File: config.mk
export PLATFORM = sky130hd
export DESIGN_NAME = ipv4_hdr_parse
export DESIGN_NICKNAME = d
export VERILOG_FILES = /design/src/rtl/tcpip_pkg.sv /design/src/rtl/ip_csum16.sv /design/src/rtl/ipv4_hdr_parse.sv
export SDC_FILE = /design/constraint.sdc
export NUM_CORES = 1
export LEC_CHECK = 0
export ABC_AREA = 0
export BUFFER_PORTS_ARGS = -buffer_cell sky130_fd_sc_hd__buf_2
export CORE_MARGIN = 2
export CORE_UTILIZATION = 37
export DETAILED_ROUTE_END_ITERATION = 8
export HOLD_SLACK_MARGIN = 0.12
export SYNTH_ARGS = -nofsm -noshare
export SYNTH_HDL_FRONTEND = slang
export SYNTH_SLANG_ARGS = --single-unit
File: constraint.sdc
create_clock -name rx_clk -period 7.2 [get_ports rx_clk]
set_input_delay 1.08 -clock rx_clk [delete_from_list [all_inputs] [get_ports rx_clk]]
set_output_delay 1.08 -clock rx_clk [all_outputs]
set_load 0.01 [all_outputs]
File: src/rtl/tcpip_pkg.sv
// Shared TCP/IP stack constants, parser state encoding and
// the ones-complement add used by the header checksum.
package tcpip_pkg;

    localparam logic [15:0] ETH_TYPE_IPV4 = 16'h0800;
    localparam logic [7:0]  IP_PROT_UDP   = 8'd17;
    localparam logic [7:0]  IP_PROT_TCP   = 8'd6;
    localparam logic [3:0]  IPV4_MIN_IHL  = 4'd5;

    typedef enum logic [1:0] {
        IDLE,
        HDR,
        PAYLOAD,
        DROP
    } ip_parse_state_t;

    // A full carry can never reappear after one fold.
    function automatic logic [15:0] csum_add(
        input logic [15:0] a,
        input logic [15:0] b
    );
        logic [16:0] s;
        s = {1'b0, a} + {1'b0, b};
        return s[15:0] + {15'd0, s[16]};
    endfunction

endpackage

File: src/rtl/ip_csum16.sv
// Byte-fed ones-complement accumulator; even bytes land in the
// high half of each 16-bit word, odd bytes in the low half.
module ip_csum16
    import tcpip_pkg::*;
(
    input  logic        clk,
    input  logic        rst_n,
    input  logic        clr,
    input  logic        en,
    input  logic [7:0]  dat,
    output logic [15:0] sum
);

    logic        odd;
    logic        odd_base;
    logic [15:0] base;
    logic [15:0] word;

    always_comb begin
        base     = clr ? 16'h0000 : sum;
        odd_base = clr ? 1'b0 : odd;
        word     = odd_base ? {8'h00, dat} : {dat, 8'h00};
    end

    always_ff @(posedge clk or negedge rst_n) begin
        if (!rst_n) begin
            sum <= 16'h0000;
            odd <= 1'b0;
        end else if (en) begin
            sum <= csum_add(base, word);
            odd <= !odd_base;
        end else if (clr) begin
            sum <= 16'h0000;
            odd <= 1'b0;
        end
    end

endmodule

File: src/rtl/ipv4_hdr_parse.sv
// IPv4 header parser: validates the header of each frame and
// forwards the payload, trimmed to total_len, one cycle later.
module ipv4_hdr_parse
    import tcpip_pkg::*;
#(
    parameter bit CHK_EN       = 1'b1,
    parameter bit ACCEPT_BCAST = 1'b1
) (
    input  logic        rx_clk,
    input  logic        rst_n,
    input  logic        ip_pkt_start,
    input  logic        ip_pkt_en,
    input  logic [7:0]  ip_pkt_dat,
    input  logic        ip_pkt_end,
    input  logic [15:0] ip_prot_type,
    input  logic [31:0] local_ip_addr,
    output logic [31:0] src_ip_addr,
    output logic [31:0] des_ip_addr,
    output logic [7:0]  trans_prot_type,
    output logic        trans_pkt_start,
    output logic        trans_pkt_en,
    output logic        trans_pkt_end,
    output logic [7:0]  trans_pkt_dat,
    output logic        trans_pkt_err,
    output logic        hdr_err
);

    ip_parse_state_t state, state_nxt;

    logic [5:0]  hdr_cnt;
    logic [3:0]  ver;
    logic [3:0]  ihl;
    logic [15:0] tot_len;
    logic        mf;
    logic [12:0] frag;
    logic [7:0]  prot;
    logic [31:0] src_sr;
    logic [31:0] dst_sr;
    logic [15:0] pay_cnt;
    logic [15:0] pay_len;
    logic [15:0] csum_sum;

    logic        byte_v, st, nd, is_ip;
    logic [3:0]  ihl_eff;
    logic [5:0]  hdr_len;
    logic [15:0] hdr_bytes;
    logic [15:0] pay_len_c;
    logic [15:0] csum_fin;
    logic [31:0] dst_cmp;
    logic        hdr_last, pay_last;
    logic        csum_ok, dst_ok, accept;
    logic        hdr_err_nxt;

    ip_csum16 u_csum (
        .clk   (rx_clk),
        .rst_n (rst_n),
        .clr   (st),
        .en    (st || (state == HDR && byte_v)),
        .dat   (ip_pkt_dat),
        .sum   (csum_sum)
    );

    always_comb begin
        byte_v = ip_pkt_en;
        st     = byte_v && ip_pkt_start;
        nd     = byte_v && ip_pkt_end;
        is_ip  = (ip_prot_type == ETH_TYPE_IPV4);

        // A short IHL still consumes a minimal header before rejecting.
        ihl_eff   = (ihl < IPV4_MIN_IHL) ? IPV4_MIN_IHL : ihl;
        hdr_len   = {ihl_eff, 2'b00};
        hdr_bytes = {10'd0, ihl, 2'b00};
        pay_len_c = tot_len - hdr_bytes;

        hdr_last = (state == HDR) && byte_v && !st &&
                   (hdr_cnt == hdr_len - 6'd1);
        pay_last = (state == PAYLOAD) && byte_v && !st &&
                   (pay_cnt + 16'd1 == pay_len);

        // The last header byte always sits in the low half of a word.
        csum_fin = csum_add(csum_sum, {8'h00, ip_pkt_dat});
        csum_ok  = !CHK_EN || (csum_fin == 16'hFFFF);

        dst_cmp = (hdr_cnt == 6'd19) ? {dst_sr[23:0], ip_pkt_dat}
                                     : dst_sr;
        dst_ok  = (dst_cmp == local_ip_addr) ||
                  (ACCEPT_BCAST && dst_cmp == 32'hFFFF_FFFF);

        accept = (ver == 4'd4) && (ihl >= IPV4_MIN_IHL) &&
                 (tot_len >= hdr_bytes) && !mf &&
                 (frag == 13'd0) && csum_ok && dst_ok;

        hdr_err_nxt = (hdr_last && !accept) ||
                      ((state == HDR) && nd && !st && !hdr_last) ||
                      (st && nd && is_ip);
    end

    always_comb begin
        state_nxt = state;
        if (st) begin
            state_nxt = nd ? IDLE : (is_ip ? HDR : DROP);
        end else begin
            unique case (state)
                IDLE: state_nxt = IDLE;
                HDR: begin
                    if (hdr_last)
                        state_nxt = nd ? IDLE :
                            ((accept && pay_len_c != 16'd0) ? PAYLOAD : DROP);
                    else if (nd)
                        state_nxt = IDLE;
                end
                PAYLOAD: begin
                    if (pay_last)
                        state_nxt = nd ? IDLE : DROP;
                    else if (nd)
                        state_nxt = IDLE;
                end
                DROP: if (nd) state_nxt = IDLE;
                default: state_nxt = IDLE;
            endcase
        end
    end

    always_ff @(posedge rx_clk or negedge rst_n) begin
        if (!rst_n) state <= IDLE;
        else        state <= state_nxt;
    end

    always_ff @(posedge rx_clk or negedge rst_n) begin
        if (!rst_n) begin
            hdr_cnt         <= 6'd0;
            ver             <= 4'd0;
            ihl             <= 4'd0;
            tot_len         <= 16'd0;
            mf              <= 1'b0;
            frag            <= 13'd0;
            prot            <= 8'd0;
            src_sr          <= 32'd0;
            dst_sr          <= 32'd0;
            pay_cnt         <= 16'd0;
            pay_len         <= 16'd0;
            src_ip_addr     <= 32'd0;
            des_ip_addr     <= 32'd0;
            trans_prot_type <= 8'd0;
            trans_pkt_start <= 1'b0;
            trans_pkt_en    <= 1'b0;
            trans_pkt_end   <= 1'b0;
            trans_pkt_dat   <= 8'h00;
            trans_pkt_err   <= 1'b0;
            hdr_err         <= 1'b0;
        end else begin
            trans_pkt_start <= 1'b0;
            trans_pkt_en    <= 1'b0;
            trans_pkt_end   <= 1'b0;
            trans_pkt_err   <= 1'b0;
            hdr_err         <= hdr_err_nxt;

            if (st) begin
                hdr_cnt <= 6'd1;
                ver     <= ip_pkt_dat[7:4];
                ihl     <= ip_pkt_dat[3:0];
                pay_cnt <= 16'd0;
                if (state == PAYLOAD) begin
                    trans_pkt_end <= 1'b1;
                    trans_pkt_err <= 1'b1;
                end
            end else if (state == HDR && byte_v) begin
                hdr_cnt <= hdr_cnt + 6'd1;
                case (hdr_cnt)
                    6'd2: tot_len[15:8] <= ip_pkt_dat;
                    6'd3: tot_len[7:0]  <= ip_pkt_dat;
                    6'd6: begin
                        mf         <= ip_pkt_dat[5];
                        frag[12:8] <= ip_pkt_dat[4:0];
                    end
                    6'd7: frag[7:0] <= ip_pkt_dat;
                    6'd9: prot      <= ip_pkt_dat;
                    default: ;
                endcase
                if (hdr_cnt >= 6'd12 && hdr_cnt <= 6'd15)
                    src_sr <= {src_sr[23:0], ip_pkt_dat};
                if (hdr_cnt >= 6'd16 && hdr_cnt <= 6'd19)
                    dst_sr <= {dst_sr[23:0], ip_pkt_dat};
                if (hdr_last && accept) begin
                    src_ip_addr     <= src_sr;
                    des_ip_addr     <= dst_cmp;
                    trans_prot_type <= prot;
                    pay_len         <= pay_len_c;
                end
            end else if (state == PAYLOAD && byte_v) begin
                pay_cnt         <= pay_cnt + 16'd1;
                trans_pkt_en    <= 1'b1;
                trans_pkt_dat   <= ip_pkt_dat;
                trans_pkt_start <= (pay_cnt == 16'd0);
                trans_pkt_end   <= pay_last || nd;
                trans_pkt_err   <= nd && !pay_last;
            end
        end
    end

endmodule

==> results.md, run 1 <==
Run status:
- The flow ran to the end, and the final reports show no timing, DRC or antenna violations.

Setup path:
- At the worst endpoint, the arrival time is 6.38 ns.
- The startpoint class of the critical path is an input port.
- Along the worst path, the maximum fanout reaches 86.
- The category of the most critical setup path is input port to flop.
- The worst path required time is 7.61 ns.
- The worst setup path is captured at a flop.
- Counting cells, the worst reg-to-reg path comes to 17.

Route:
- The number of detailed-routing iterations run before antenna repair is 5.
- The total wire length after detailed routing is 37,300 um.
- The total via count in the routed design is 10.7k.
- The number of nets still failing antenna checks after routing is 0.
- In the routed layout, each cell is associated on average with a via count of 5.38.
- The post-detailed-route DRC marker count is 0.
- The number of design-rule violations left by the first detailed-router iteration is 639.
- The detail-routed net length per standard cell is 18.8 um.

Floorplan:
- The effective utilization at floorplan is 0.376.
- The die is 197 um wide.
- The number of rows created at floorplan is 70.
- From bottom edge to top edge, the die measures 197 um.
- Pin placement for this block handled 146 I/O pins.
- The floorplan step defined a die boundary enclosing 0.0388 sq mm.
- The placeable core region is 0.0366 sq mm.

CTS:
- In this run, post-CTS repair resized a total of 0 instances.
- The number of buffers added by the clock tree synthesis step is 28.
- The post-CTS setup-driven buffer insertion count is 0.
- The number of H-tree levels is 1.
- TritonCTS built the clock tree.
- The register clock-pin slew on the reported worst setup and hold paths is 0.06 ns.
- The sink count of the clock tree is 252.
- Buffers inserted to repair hold after CTS numbered 0.
- In this run the clock root is driven by a sky130_fd_sc_hd__clkbuf_16.
- The clock latency on the worst-skew pair is 0.53 ns.
- The clock passes through at most 3 buffers.

Synth:
- The synthesized instance count is 1,385.
- When the netlist entered floorplanning its net count stood at 1,488.
- The share of flip-flops with an asynchronous set or reset after synthesis is 1.00.
- In this run, synthesis produced a sequential element count of 252.
- During synthesis, Yosys emitted a total of 0 warnings.
- The mapped netlist covers 0.0138 sq mm.
- In this run the mean area of a mapped cell was 9.94 sq um.
- The flip-flop cell with the highest count after synthesis is sky130_fd_sc_hd__dfrtp_1.
- The part of the Yosys area used for sequential elements is 0.458.
- The count of different cell masters after synthesis is 72.
- In this run, synthesis inferred 0 flip-flops with an integrated enable.

Placement:
- The instance area at placement is 0.0149 sq mm.
- The worst setup slack before clock tree synthesis is 0.778 ns.
- Buffers placed on the I/O ports in this run total 145.
- The detailed placer's ending HPWL is 26,600 um.
- The congestion estimate from routability-driven global placement came to 0.933.

STA:
- The maximum frequency from static timing analysis is 168 MHz.
- The number of endpoints failing setup at the final stage is 0.
- The count of final max-slew check failures is 0.
- The tightest slew margin relative to the limit is 0.270.
- The final clock period utilization by the worst path is 0.828.
- The final count of hold timing violations came to 0.
- The post-route clock skew is 0.00880 ns.
- Setup repair after global routing left no endpoint under its margin.
- The pin slew with the least headroom to its limit is 1.09 ns.
- Once routing completed, OpenROAD measured the worst setup slack at 1.24 ns.
- The final sum of negative setup slack is 0 ns.
- The minimum period implied by the final worst setup slack is 5.96 ns.

Global route:
- Entering global routing, the biggest net connects 194 pins.
- The global-route usage over all layers is 0.191.
- The via count of the first global-routing pass is 10.6k.
- The first-pass GRT wire length is 59,100 um.
- The number of antenna violations at the first check in global routing came to 1.
- For this run the aggregate overflow at the end of global routing stands at 0.

Layout:
- From synthesis to final layout, the design area changed by 15.5%.
- Leaving out fill and tap cells, the most frequent cell in the layout is sky130_fd_sc_hd__dfrtp_1.
- The top cell types in the final layout, fill and taps aside, are sky130_fd_sc_hd__dfrtp_1, sky130_fd_sc_hd__nand2_1, sky130_fd_sc_hd__o21ai_0.
- The post-layout instance area is 0.0159 sq mm.
- The net total in the final layout is 1,599.
- In the final layout, the multi-input gates occupy 0.00693 sq mm.
- The fraction of final layout cells with drive strength greater than 1 is 0.220.
- The filler cells instantiated in the layout total 3,549.
- Across the whole layout, storage elements account for 0.00631 sq mm.
- The total inserted antenna cells is 0.

Flow run:
- Across the run, the number of max-cap violations was 0.

Pwr:
- The analysis attributes to cell leakage a power of 7.57 nW.
- The power density over the cells is 275 mW/mm^2.
- The worst-case IR drop observed on VDD is 0.177 mV.

Hold path:
- The worst hold path belongs to the class input port to async pin.
-- report_power, final --
part	leakage [nW]	internal (mW)	switching [mW]	total, mW
Clock	0.499	0.979	0.587	1.57
Combinational	3.67	0.497	0.696	1.19
Sequential	3.40	1.51	0.103	1.61
-- cell usage after synthesis, drive strengths merged (5+ instances only) --
master   instances  area share
o22ai           12      0.0055
buf             18      0.0086
a21oi           41       0.015
and3            17      0.0077
nor2b           10      0.0045
dfrtp          252        0.46
nor4            19      0.0086
nand2          158       0.043
nand4           22       0.010
clkbuf          57       0.016
o21a             5      0.0027
mux2           115       0.095
nor3b            6      0.0033
or2              5      0.0023
nand3           34       0.012
o31ai           10      0.0055
xnor2           59       0.038
o21ai          149       0.054
o211ai           7      0.0038
nor3            28       0.011
or4              7      0.0038
inv             57       0.016
ha              39       0.035
mux2i           26       0.019
nor2            66       0.019
and2            19      0.0086
a21boi           5      0.0027
a21o            12      0.0065
xor2            44       0.028
a2111oi         11      0.0088
nand2b          10      0.0045
o2111ai          5      0.0032
-- worst max-delay path: stages --
cell	delay, ns
sky130_fd_sc_hd__buf_2	0.19
sky130_fd_sc_hd__clkinv_1	0.34
sky130_fd_sc_hd__fa_1	0.55
sky130_fd_sc_hd__nand2b_1	0.21
sky130_fd_sc_hd__a21oi_1	0.34
sky130_fd_sc_hd__o21ai_1	0.19
sky130_fd_sc_hd__nor3_1	0.30
sky130_fd_sc_hd__ha_1	0.22
sky130_fd_sc_hd__ha_1	0.13
sky130_fd_sc_hd__nor4b_1	0.24
sky130_fd_sc_hd__nand4_1	0.11
sky130_fd_sc_hd__a2111oi_0	0.55
sky130_fd_sc_hd__o2111ai_1	0.17
sky130_fd_sc_hd__or2_1	0.23
sky130_fd_sc_hd__or4_4	0.79
sky130_fd_sc_hd__buf_12	0.31
sky130_fd_sc_hd__mux2_2	0.33
-- worst paths after layout --
path | start | end | slack, ns
min | rst_n | src_ip_addr[29]$_DFFE_PN0P_ | 0.47
min reg2reg | ver[2]$_DFFE_PN0P_ | ver[2]$_DFFE_PN0P_ | 0.48
min in group rx_clk | ver[2]$_DFFE_PN0P_ | ver[2]$_DFFE_PN0P_ | 0.48
max in group asynchronous | rst_n | frag[4]$_DFFE_PN0P_ | 5.30
max reg2reg | u_csum.sum[0]$_DFF_PN0_ | des_ip_addr[9]$_DFFE_PN0P_ | 1.80
max | ip_pkt_dat[1] | des_ip_addr[9]$_DFFE_PN0P_ | 1.24
-- final cells by class --
cell class / instances / area share
multi-input combinational: 1000 / 0.436
sequential: 252 / 0.396
timing repair buffer: 156 / 0.0530
clock buffer: 35 / 0.0489
tap: 468 / 0.0368
clock inverter: 16 / 0.0153
inverter: 58 / 0.0137
-- per-stage QoR --
step	util	hold slack (ns)	total power, mW	instances
2_1_floorplan	-	0.439	2.51	1385
3_3_place_gp	0.407	0.459	2.81	1934
3_5_place_dp	0.407	0.466	2.83	1934
4_1_cts	0.434	0.472	4.41	1985
5_1_grt	0.434	0.500	4.63	1985
6_report	0.434	0.474	4.37	1985
-- cell families (layout without fill, tap and decap cells) --
logic type      Yosys count  after routing  share of synthesized area
compound gates          300            300                      0.135
xor+xnor                103            103                     0.0655
fa+ha+maj                42             42                     0.0398
buf+inv                 133            265                     0.0400
flops                   252            252                      0.458
mux                     141            141                      0.114
simple gates            414            414                      0.147
-- registers in the layout, summed over array words and instances, names as in the netlist, 16 cells and up --
register	flops
dst_sr	32
pay_len	16
u_csum.sum	16
src_sr	32
des_ip_addr	32
pay_cnt	16
src_ip_addr	32
tot_len	16
-- metal layers --
metal | track usage | vias up | wire length, um
met2 | 0.317 | 223 | 18000
met4 | 0.0688 | 2 | 1260
met1 | 0.255 | 5230 | 16500
li1 | - | 5158 | -
met5 | 0 | - | 13
met3 | 0.0253 | 70 | 1570
Power figures use the tool's default switching activity.
==> inputs of run 2 (changes only) <==
--- a/config.mk
+++ b/config.mk
@@ -5,7 +5,7 @@
 export SDC_FILE = /design/constraint.sdc
 export NUM_CORES = 1
 export LEC_CHECK = 0
-export ABC_AREA = 0
+export ABC_AREA = 1
 export BUFFER_PORTS_ARGS = -buffer_cell sky130_fd_sc_hd__buf_2
 export CORE_MARGIN = 2
 export CORE_UTILIZATION = 37
==> constraint.sdc (replaced) <==
create_clock -name rx_clk -period 5.4 [get_ports rx_clk]
set_input_delay 0.81 -clock rx_clk [delete_from_list [all_inputs] [get_ports rx_clk]]
set_output_delay 0.81 -clock rx_clk [all_outputs]
set_load 0.01 [all_outputs]
==> run 2 against run 1 <==
  * Synthesized cell count increased by 33%
  * Non-clock buffer count increased by 9
  * Synthesized area increased by 1.0%
  * Sequential power increased by 32%
  * Global-route usage increased by 0.73 points
  * Setup slack got worse by 0.35 ns
  * Clock power increased by 23%
  * Largest power group unchanged
==> results.md, run 2 <==
STA:
- Based on the critical path, the design can be clocked at up to 221 MHz.
- In the final timing run, aggregate negative setup slack is 0 ns.
- The post-route clock skew is 0.0149 ns.
- Headroom to the max-slew limit came out at 0.293.
- Setup repair after global routing left no endpoint under its margin.
- The number of endpoints failing setup at the final stage is 0.
- In the finished design, the share of the clock period the worst path needs comes to 0.837.
- The pin slew with the least headroom to its limit is 1.06 ns.
- The count of final max-slew check failures is 0.
- The worst path in the final design needs a cycle of 4.52 ns, including I/O delays and setup.
- The final count of hold timing violations is 0.

Synth:
- Counting instances in the post-synthesis netlist gives the leading cell types as sky130_fd_sc_hd__nand2_1, sky130_fd_sc_hd__dfrtp_1, sky130_fd_sc_hd__inv_1, sky130_fd_sc_hd__o21ai_0, sky130_fd_sc_hd__nor2_1.
- The synthesized design spends more area on one cell type than any other, namely sky130_fd_sc_hd__dfrtp_1.
- The synthesized cell area is 0.0139 sq mm.
- The synthesized instance count is 1,842.
- The average size of a mapped cell is 7.55 sq um.
- Of the post-synthesis cell area, the dominant cell type holds 0.453.
- The most used flip-flop cell after synthesis is sky130_fd_sc_hd__dfrtp_1.
- Yosys attributes the largest share of cell area to sky130_fd_sc_hd__dfrtp_1, sky130_fd_sc_hd__nand2_1, sky130_fd_sc_hd__inv_1.
- The number of enable-type register cells in the synthesized netlist is 0.
- After synthesis, the share of flip-flops with an asynchronous set or reset is 1.00.
- The count of different cell masters after synthesis is 41.
- sky130_fd_sc_hd__nand2_1 is the most common cell in the netlist.
- Synthesis produced a netlist with a net count of 1,945.
- Counting flops and latches in the post-synthesis netlist gives 252.
- The Yosys warning count is 0.
- The part of the Yosys area used for sequential elements is 0.453.

Global route:
- The via count of the first global-routing pass is 11.7k.
- The number of antenna violations at the first check in global routing is 1.
- The global-route congestion overflow total is 0.
- The first-pass GRT wire length is 62,300 um.
- The pin count of the biggest net entering global routing is 122.
- Across every metal layer, demand over resource in global routing totals 0.198.

Route:
- The detail-routed net length per standard cell is 15.4 um.
- For this block, the initial DRC count from the detailed router was 888.
- Wires add up to 37,900 um.
- The detailed-route vias per instance is 4.92.
- The number of detailed-routing iterations run before antenna repair is 5.
- The post-detailed-route DRC marker count is 0.
- For this block, the via count after detailed routing is 12.1k.
- The number of nets still failing antenna checks after routing is 0.

CTS:
- After clock tree synthesis, the clock-pin slew on the worst setup and hold paths is 0.06 ns.
- In this run the deepest clock path goes through 3 buffers.
- The clock tree root buffer cell is sky130_fd_sc_hd__clkbuf_16.
- The number of buffers added by the clock tree synthesis step is 29.
- In this run the number of H-tree levels came out at 1.
- The number of hold-repair buffers added at the cts stage is 0.
- The CTS tree is yes.
- The sink count of the clock tree is 252.
- After clock tree synthesis, the repair step resized 0 gates.
- The number of setup buffers added after CTS is 0.
- The later pin in the worst-skew pair is clocked with a latency of 0.57 ns.

Floorplan:
- Row generation in the floorplan step produced 71 rows.
- The initial utilization of the core area, before any placement, comes to 0.373.
- The vertical die dimension is 198 um.
- The width of the die is 198 um.
- The core region is 0.0373 sq mm.
- The die covers 0.0392 sq mm.
- For this design the top-level I/O count stands at 146.

Layout:
- Of the cells placed in the final design, the portion with a size suffix greater than 1 is 0.114.
- In the layout the commonest cells are sky130_fd_sc_hd__nand2_1, sky130_fd_sc_hd__dfrtp_1, sky130_fd_sc_hd__inv_1.
- For this run, the share of the core covered by cells in the final layout is 0.429.
- The layout overhead on the synthesized area is 15.0%.
- The net total in the final layout is 2,072.
- The most common library cell in the layout ignoring fill and taps is sky130_fd_sc_hd__nand2_1.
- The finished layout holds 2,464 standard cells, fillers aside.
- The post-layout instance area is 0.0160 sq mm.

Pwr:
- Power spread over the standard cell area amounts to 354 mW/mm^2.
- The analysis attributes to cell leakage a power of 7.93 nW.
- The design draws 5.66 mW.
- The worst-case IR drop observed on VDD is 0.273 mV.

Placement:
- Counting tap cells, the placed design contains a total of 2,412 instances.
- In this run the cell area measured after placement is 0.0151 sq mm.
- The final weighted congestion in routability-driven placement is 0.892.
- After legalization and detailed placement, the total HPWL measured 27,500 um.
- The port buffer count is 145.

Setup path:
- In this design, the largest share of critical-path delay is due to simple AND/OR/NAND/NOR gates.
- The startpoint class of the critical path is a flop.
- The maximum fanout count along the critical path is 102.
- The number of buffers and inverters on the critical path is 6.
- Data on the critical path is required at its endpoint by 5.79 ns.
- The endpoint class of the critical path is a flop.
- On the worst path, the slowest cell contributes a delay of 0.73 ns.
- The slowest stage of the critical path is the sky130_fd_sc_hd__buf_4 cell.
- Data arrives at the worst endpoint at 4.91 ns.
- The category of the most critical setup path is flop to flop.

Hold path:
- The class of the worst hold path is input port to async pin.

Run status:
- The run finished with clean final reports.

Flow run:
- The number of max-cap violations is 0.
-- run 2: final cells by class --
type | instances | area [sq um]
Fill cell | 3855 | 21300
Multi-Input combinational cell | 1285 | 6390
Sequential cell | 252 | 6310
Timing Repair Buffer | 165 | 886
Inverter | 236 | 886
Clock buffer | 40 | 807
Tap cell | 474 | 593
Clock inverter | 11 | 123
Antenna cell | 1 | 2.50
-- run 2: kinds of logic after synthesis --
logic type | after synthesis | synth area share
fa+ha+maj | 42 | 0.0394
simple gates | 874 | 0.266
buf+inv | 305 | 0.0888
xor+xnor | 54 | 0.0340
flops | 252 | 0.453
mux | 1 | 0.000810
compound gates | 314 | 0.118
-- run 2: report_power, final --
group / total (mW) / internal (mW) / switching [mW]
registers: 2.13 / 2.02 / 0.108
clock network: 1.93 / 1.14 / 0.790
logic: 1.60 / 0.546 / 1.05
total: 5.66 / 3.70 / 1.95
-- run 2: worst paths after layout --
path | slack, ns | to | startpoint | depth (start not counted)
worst max register to register | 0.88 | src_ip_addr[1]$_DFFE_PN0P_ | u_csum.sum[0]$_DFF_PN0_ | 26
min in group rx_clk | 0.48 | frag[12]$_DFFE_PN0P_ | frag[12]$_DFFE_PN0P_ | 2
max in group asynchronous | 3.81 | u_csum.sum[12]$_DFF_PN0_ | rst_n | 2
worst min-delay path | 0.34 | trans_pkt_en$_DFF_PN0_ | rst_n | 1
worst max-delay path | 0.88 | src_ip_addr[1]$_DFFE_PN0P_ | u_csum.sum[0]$_DFF_PN0_ | 26
worst min register to register | 0.48 | frag[12]$_DFFE_PN0P_ | frag[12]$_DFFE_PN0P_ | 2
-- run 2: worst register-to-register path: stages, from the launching register on --
cell and delay (ns):
sky130_fd_sc_hd__dfrtp_1 0.36, sky130_fd_sc_hd__ha_1 0.17, sky130_fd_sc_hd__inv_1 0.05, sky130_fd_sc_hd__fa_1 0.39, sky130_fd_sc_hd__inv_1 0.07, sky130_fd_sc_hd__nand2_1 0.12
sky130_fd_sc_hd__o21ai_2 0.23, sky130_fd_sc_hd__nand3_1 0.13, sky130_fd_sc_hd__nand2_1 0.15, sky130_fd_sc_hd__inv_1 0.07, sky130_fd_sc_hd__nor2_1 0.09, sky130_fd_sc_hd__nand2_1 0.07
sky130_fd_sc_hd__nor4_1 0.22, sky130_fd_sc_hd__ha_1 0.23, sky130_fd_sc_hd__ha_1 0.19, sky130_fd_sc_hd__nand3_1 0.09, sky130_fd_sc_hd__inv_1 0.08, sky130_fd_sc_hd__nand4_1 0.13
sky130_fd_sc_hd__nor2_1 0.15, sky130_fd_sc_hd__nand2_1 0.09, sky130_fd_sc_hd__nand2_1 0.07, sky130_fd_sc_hd__inv_1 0.04, sky130_fd_sc_hd__nand3_1 0.09, sky130_fd_sc_hd__nor2_2 0.06
sky130_fd_sc_hd__nand3_4 0.05, sky130_fd_sc_hd__buf_4 0.73, sky130_fd_sc_hd__o21ai_0 0.23
-- run 2: routing by layer --
metal / GRT usage / part of all wire / vias up / wire length, um
met4: 0.0621 / 0.032 / 0 / 1230
met5: 0 / 0 / - / 0
met3: 0.0305 / 0.044 / 74 / 1660
met1: 0.278 / 0.48 / 5619 / 18100
met2: 0.314 / 0.45 / 241 / 16900
li1: - / - / 6178 / -
-- run 2: stage by stage --
| step | hold WS (ns) | setup slack (ns) |
|---|---|---|
| 6_report | 0.344 | 0.882 |
| 5_1_grt | 0.417 | 0.361 |
| 4_1_cts | 0.382 | 0.919 |
| 3_5_place_dp | 0.466 | 0.400 |
| 3_3_place_gp | 0.459 | 0.533 |
| 2_1_floorplan | 0.444 | 1.17 |
==> inputs of run 3 (changes only) <==
--- a/config.mk
+++ b/config.mk
@@ -5,7 +5,7 @@
 export SDC_FILE = /design/constraint.sdc
 export NUM_CORES = 1
 export LEC_CHECK = 0
-export ABC_AREA = 1
+export ABC_AREA = 0
 export BUFFER_PORTS_ARGS = -buffer_cell sky130_fd_sc_hd__buf_2
 export CORE_MARGIN = 2
 export CORE_UTILIZATION = 37
==> constraint.sdc (replaced) <==
create_clock -name rx_clk -period 3.9 [get_ports rx_clk]
set_input_delay 0.585 -clock rx_clk [delete_from_list [all_inputs] [get_ports rx_clk]]
set_output_delay 0.585 -clock rx_clk [all_outputs]
set_load 0.01 [all_outputs]
==> run 3 against run 2 <==
  * The flow now finishes with violations (setup timing)
  * Combinational power up 90%
  * Final cell count down 13%
  * Core utilization increased by 6.1 points
  * Sequential power increased by 38%
  * Design area up 12%
  * Critical path type unchanged
  * Largest cell class unchanged
  * Largest power group is now combinational cells
==> results.md, run 3 (same netlist as run 1, synthesis figures left out) <==
STA:
- Clock skew on the completed layout was measured at 0.0114 ns.
- Setup repair after global routing could not meet its margin everywhere.
- The number of endpoints failing setup at the final stage is 90.
- The minimum period implied by the final worst setup slack is 4.28 ns.
- The count of final max-slew check failures came to 0.
- The final clock period utilization by the worst path is 1.10.
- Setup slack on the critical path of the routed design comes to -0.375 ns.
- Static timing analysis puts the maximum clock frequency at 234 MHz.
- The pin slew with the least headroom to its limit is 0.899 ns.
- The final count of hold timing violations is 0.
- The tightest slew margin relative to the limit is 0.400.

Setup path:
- The maximum fanout count along the critical path is 6.
- The delay of the slowest cell on the worst path is 0.61 ns.
- Counting both buffers and inverters, the worst setup path holds a total of 3.
- The cell class contributing the biggest share of worst-path delay is simple AND/OR/NAND/NOR gates.
- The signal on the critical path passes through ha_4 > inv_2 > fa_2 > nand2b_4 > a21oi_4 > o21ai_2 > nor3_2 > ha_2 > ha_4 > nor4b_4 > nand4_1 > a2111oi_4 > o2111ai_2 > or2_1 > or4_4 > buf_12 > buf_16 > mux2_2.
- The endpoint class of the critical path is a flop.
- The worst path required time is 4.34 ns.
- The critical path is of the flop to flop type.
- Data on the critical path arrives at its endpoint at 4.71 ns.
- STA classifies the critical path startpoint as a flop.
- By instance count, the cell type seen most on the critical path is sky130_fd_sc_hd__ha_4.
- The critical path's slowest cell is sky130_fd_sc_hd__or4_4.

Global route:
- In the global route stage, overall resource usage came out at 0.215.
- The first global-routing pass estimated 65,500 um of wire.
- The number of antenna violations at the first check in global routing came to 1.
- The via count of the first global-routing pass came to 11.5k.
- The global-route congestion overflow total is 0.
- Entering global routing, the biggest net connects 77 pins.

Floorplan:
- The overall die area is 0.0388 sq mm.
- From bottom edge to top edge, the die measures 197 um.
- The floorplan has 70 rows.
- The width of the die is 197 um.
- The placeable core region is 0.0366 sq mm.
- The initial utilization of the core area, before any placement, comes to 0.376.
- The number of top-level pins is 146.

Route:
- The number of nets still failing antenna checks after routing is 0.
- The first detailed-routing pass took 7 iterations.
- After detailed routing, the number of vias per cell comes to 5.29.
- The post-detailed-route DRC marker count is 0.
- The first routing iteration left 647 violations.
- The total via count in the routed design is 11.4k.
- The detail-routed net length per standard cell is 19.6 um.
- For this block, the routed nets add up to 42,300 um of wire.

Layout:
- The number of fillers in the final layout is 3,384.
- At the end of the flow, the number of nets in the layout was 1,768.
- Compared with the post-synthesis result, the final layout area differs by 30.2%.
- The fraction of final layout cells with drive strength greater than 1 is 0.341.
- The top cell types in the final layout, fill and taps aside, are sky130_fd_sc_hd__dfrtp_1, sky130_fd_sc_hd__buf_4, sky130_fd_sc_hd__buf_2.
- Leaving out fill and tap cells, the most frequent cell in the layout is sky130_fd_sc_hd__dfrtp_1.
- For this run, the share of the core covered by cells in the final layout is 0.490.

Placement:
- The final weighted congestion in routability-driven placement is 0.958.
- The detailed placer's ending HPWL is 30,400 um.
- The port buffer count is 145.

Run status:
- The flow ran to the end, but the final reports show violations.
- The final reports fail on setup timing.

CTS:
- Clock latency on the worst-skew pair, taken at its later pin, is 0.56 ns.
- In this run the deepest clock path goes through 3 buffers.
- The clock tree root buffer cell is sky130_fd_sc_hd__clkbuf_16.
- The number of buffers added by the clock tree synthesis step is 28.
- CTS saw 252 sinks.
- CTS built an H-tree with a depth of 1.
- Clock-pin slew was measured on the worst setup and hold paths at 0.06 ns.
- TritonCTS built the clock tree.

Pwr:
- In this run the static leakage power is 8.63 nW.
- Across the VDD grid, the largest voltage drop is 0.318 mV.
- The power density over the cells is 490 mW/mm^2.
- Power comes to 8.79 mW.

Flow run:
- The number of max-cap violations is 0.

Hold path:
- The path class of the tightest hold or removal check is input port to flop.
-- run 3: cell count changes in the layout (fill, tap and decap cells not counted), moves of 41 or more --
| cell | previous run | this run |
|---|---|---|
| sky130_fd_sc_hd__mux2_2 | 1 | 111 |
| sky130_fd_sc_hd__nand3_1 | 88 | 34 |
| sky130_fd_sc_hd__xnor2_1 | 18 | 59 |
| sky130_fd_sc_hd__buf_4 | 20 | 146 |
| sky130_fd_sc_hd__o21ai_0 | 167 | 105 |
| sky130_fd_sc_hd__inv_1 | 233 | 55 |
| sky130_fd_sc_hd__o21ai_1 | 80 | 25 |
| sky130_fd_sc_hd__nand2_1 | 543 | 122 |
| sky130_fd_sc_hd__nor2_1 | 127 | 63 |
-- run 3: area by class of cell --
type	instances	area [sq um]	area share
repair buffers	325	2510	0.140
inverters	58	223	0.0124
clock buffers	40	796	0.0444
diodes	1	2.50	0.000140
multi-input cells	1000	7320	0.408
well taps	468	586	0.0327
flip-flops and latches	252	6310	0.352
clock inverters	10	185	0.0103
-- run 3: timing repair --
item	CTS	global route
endpoints found under the hold margin	72	0
gates resized for setup	22	105
endpoints found under the setup margin	90	94
buffers inserted	6	7
pin swaps	9	22
gates cloned	6	7
hold buffers	1	0
-- run 3: metal layers --
layer	vias up	GRT usage	routed length [um]
met5	-	0	0
met4	0	0.0755	1620
met3	96	0.0311	1710
met2	237	0.353	20200
met1	5581	0.290	18800
li1	5475	-	-
-- run 3: worst paths after layout --
path                                         startpoint                            to  slack (ns)  depth (start not counted)
max                             u_csum.sum[0]$_DFF_PN0_    src_ip_addr[6]$_DFFE_PN0P_       -0.38                         18
min                                          ip_pkt_end            state[0]$_DFF_PN0_        0.28                          2
max reg2reg                     u_csum.sum[0]$_DFF_PN0_    src_ip_addr[6]$_DFFE_PN0P_       -0.38                         18
min reg2reg                trans_pkt_dat[2]$_DFFE_PN0P_  trans_pkt_dat[2]$_DFFE_PN0P_        0.47                          2
max in group asynchronous                         rst_n        tot_len[9]$_DFFE_PN0P_        2.44                          3
min in group asynchronous                         rst_n   src_ip_addr[19]$_DFFE_PN0P_        0.58                          2
-- run 3: report_power, final --
part	internal, mW	switching [mW]
Clock	1.69	1.11
Combinational	1.48	1.56
Sequential	2.79	0.163
-- run 3: through the flow --
step	std cells	worst slack [ns]	cell area [sq um]	hold slack (ns)	TNS, ns
global route	2154	-0.501	17900	0.271	-37.05
floorplan	1385	-0.341	13900	0.289	-20.94
global placement	2076	-0.601	16100	0.460	-49.96
detailed placement	2076	-0.746	16100	0.460	-63.37
finish	2154	-0.375	17900	0.283	-24.78
CTS	2139	-0.270	17400	0.251	-18.45
-- run 3: worst register-to-register path, delay by kind of cell, from the launching register on --
family / cells / cell delay (ns)
adders and majority gates: 4 / 0.87
and+or+nand+nor: 6 / 1.52
AOI/OAI and AO/OA: 4 / 0.65
muxes: 1 / 0.28
DFF: 1 / 0.44
buffers and inverters: 3 / 0.37
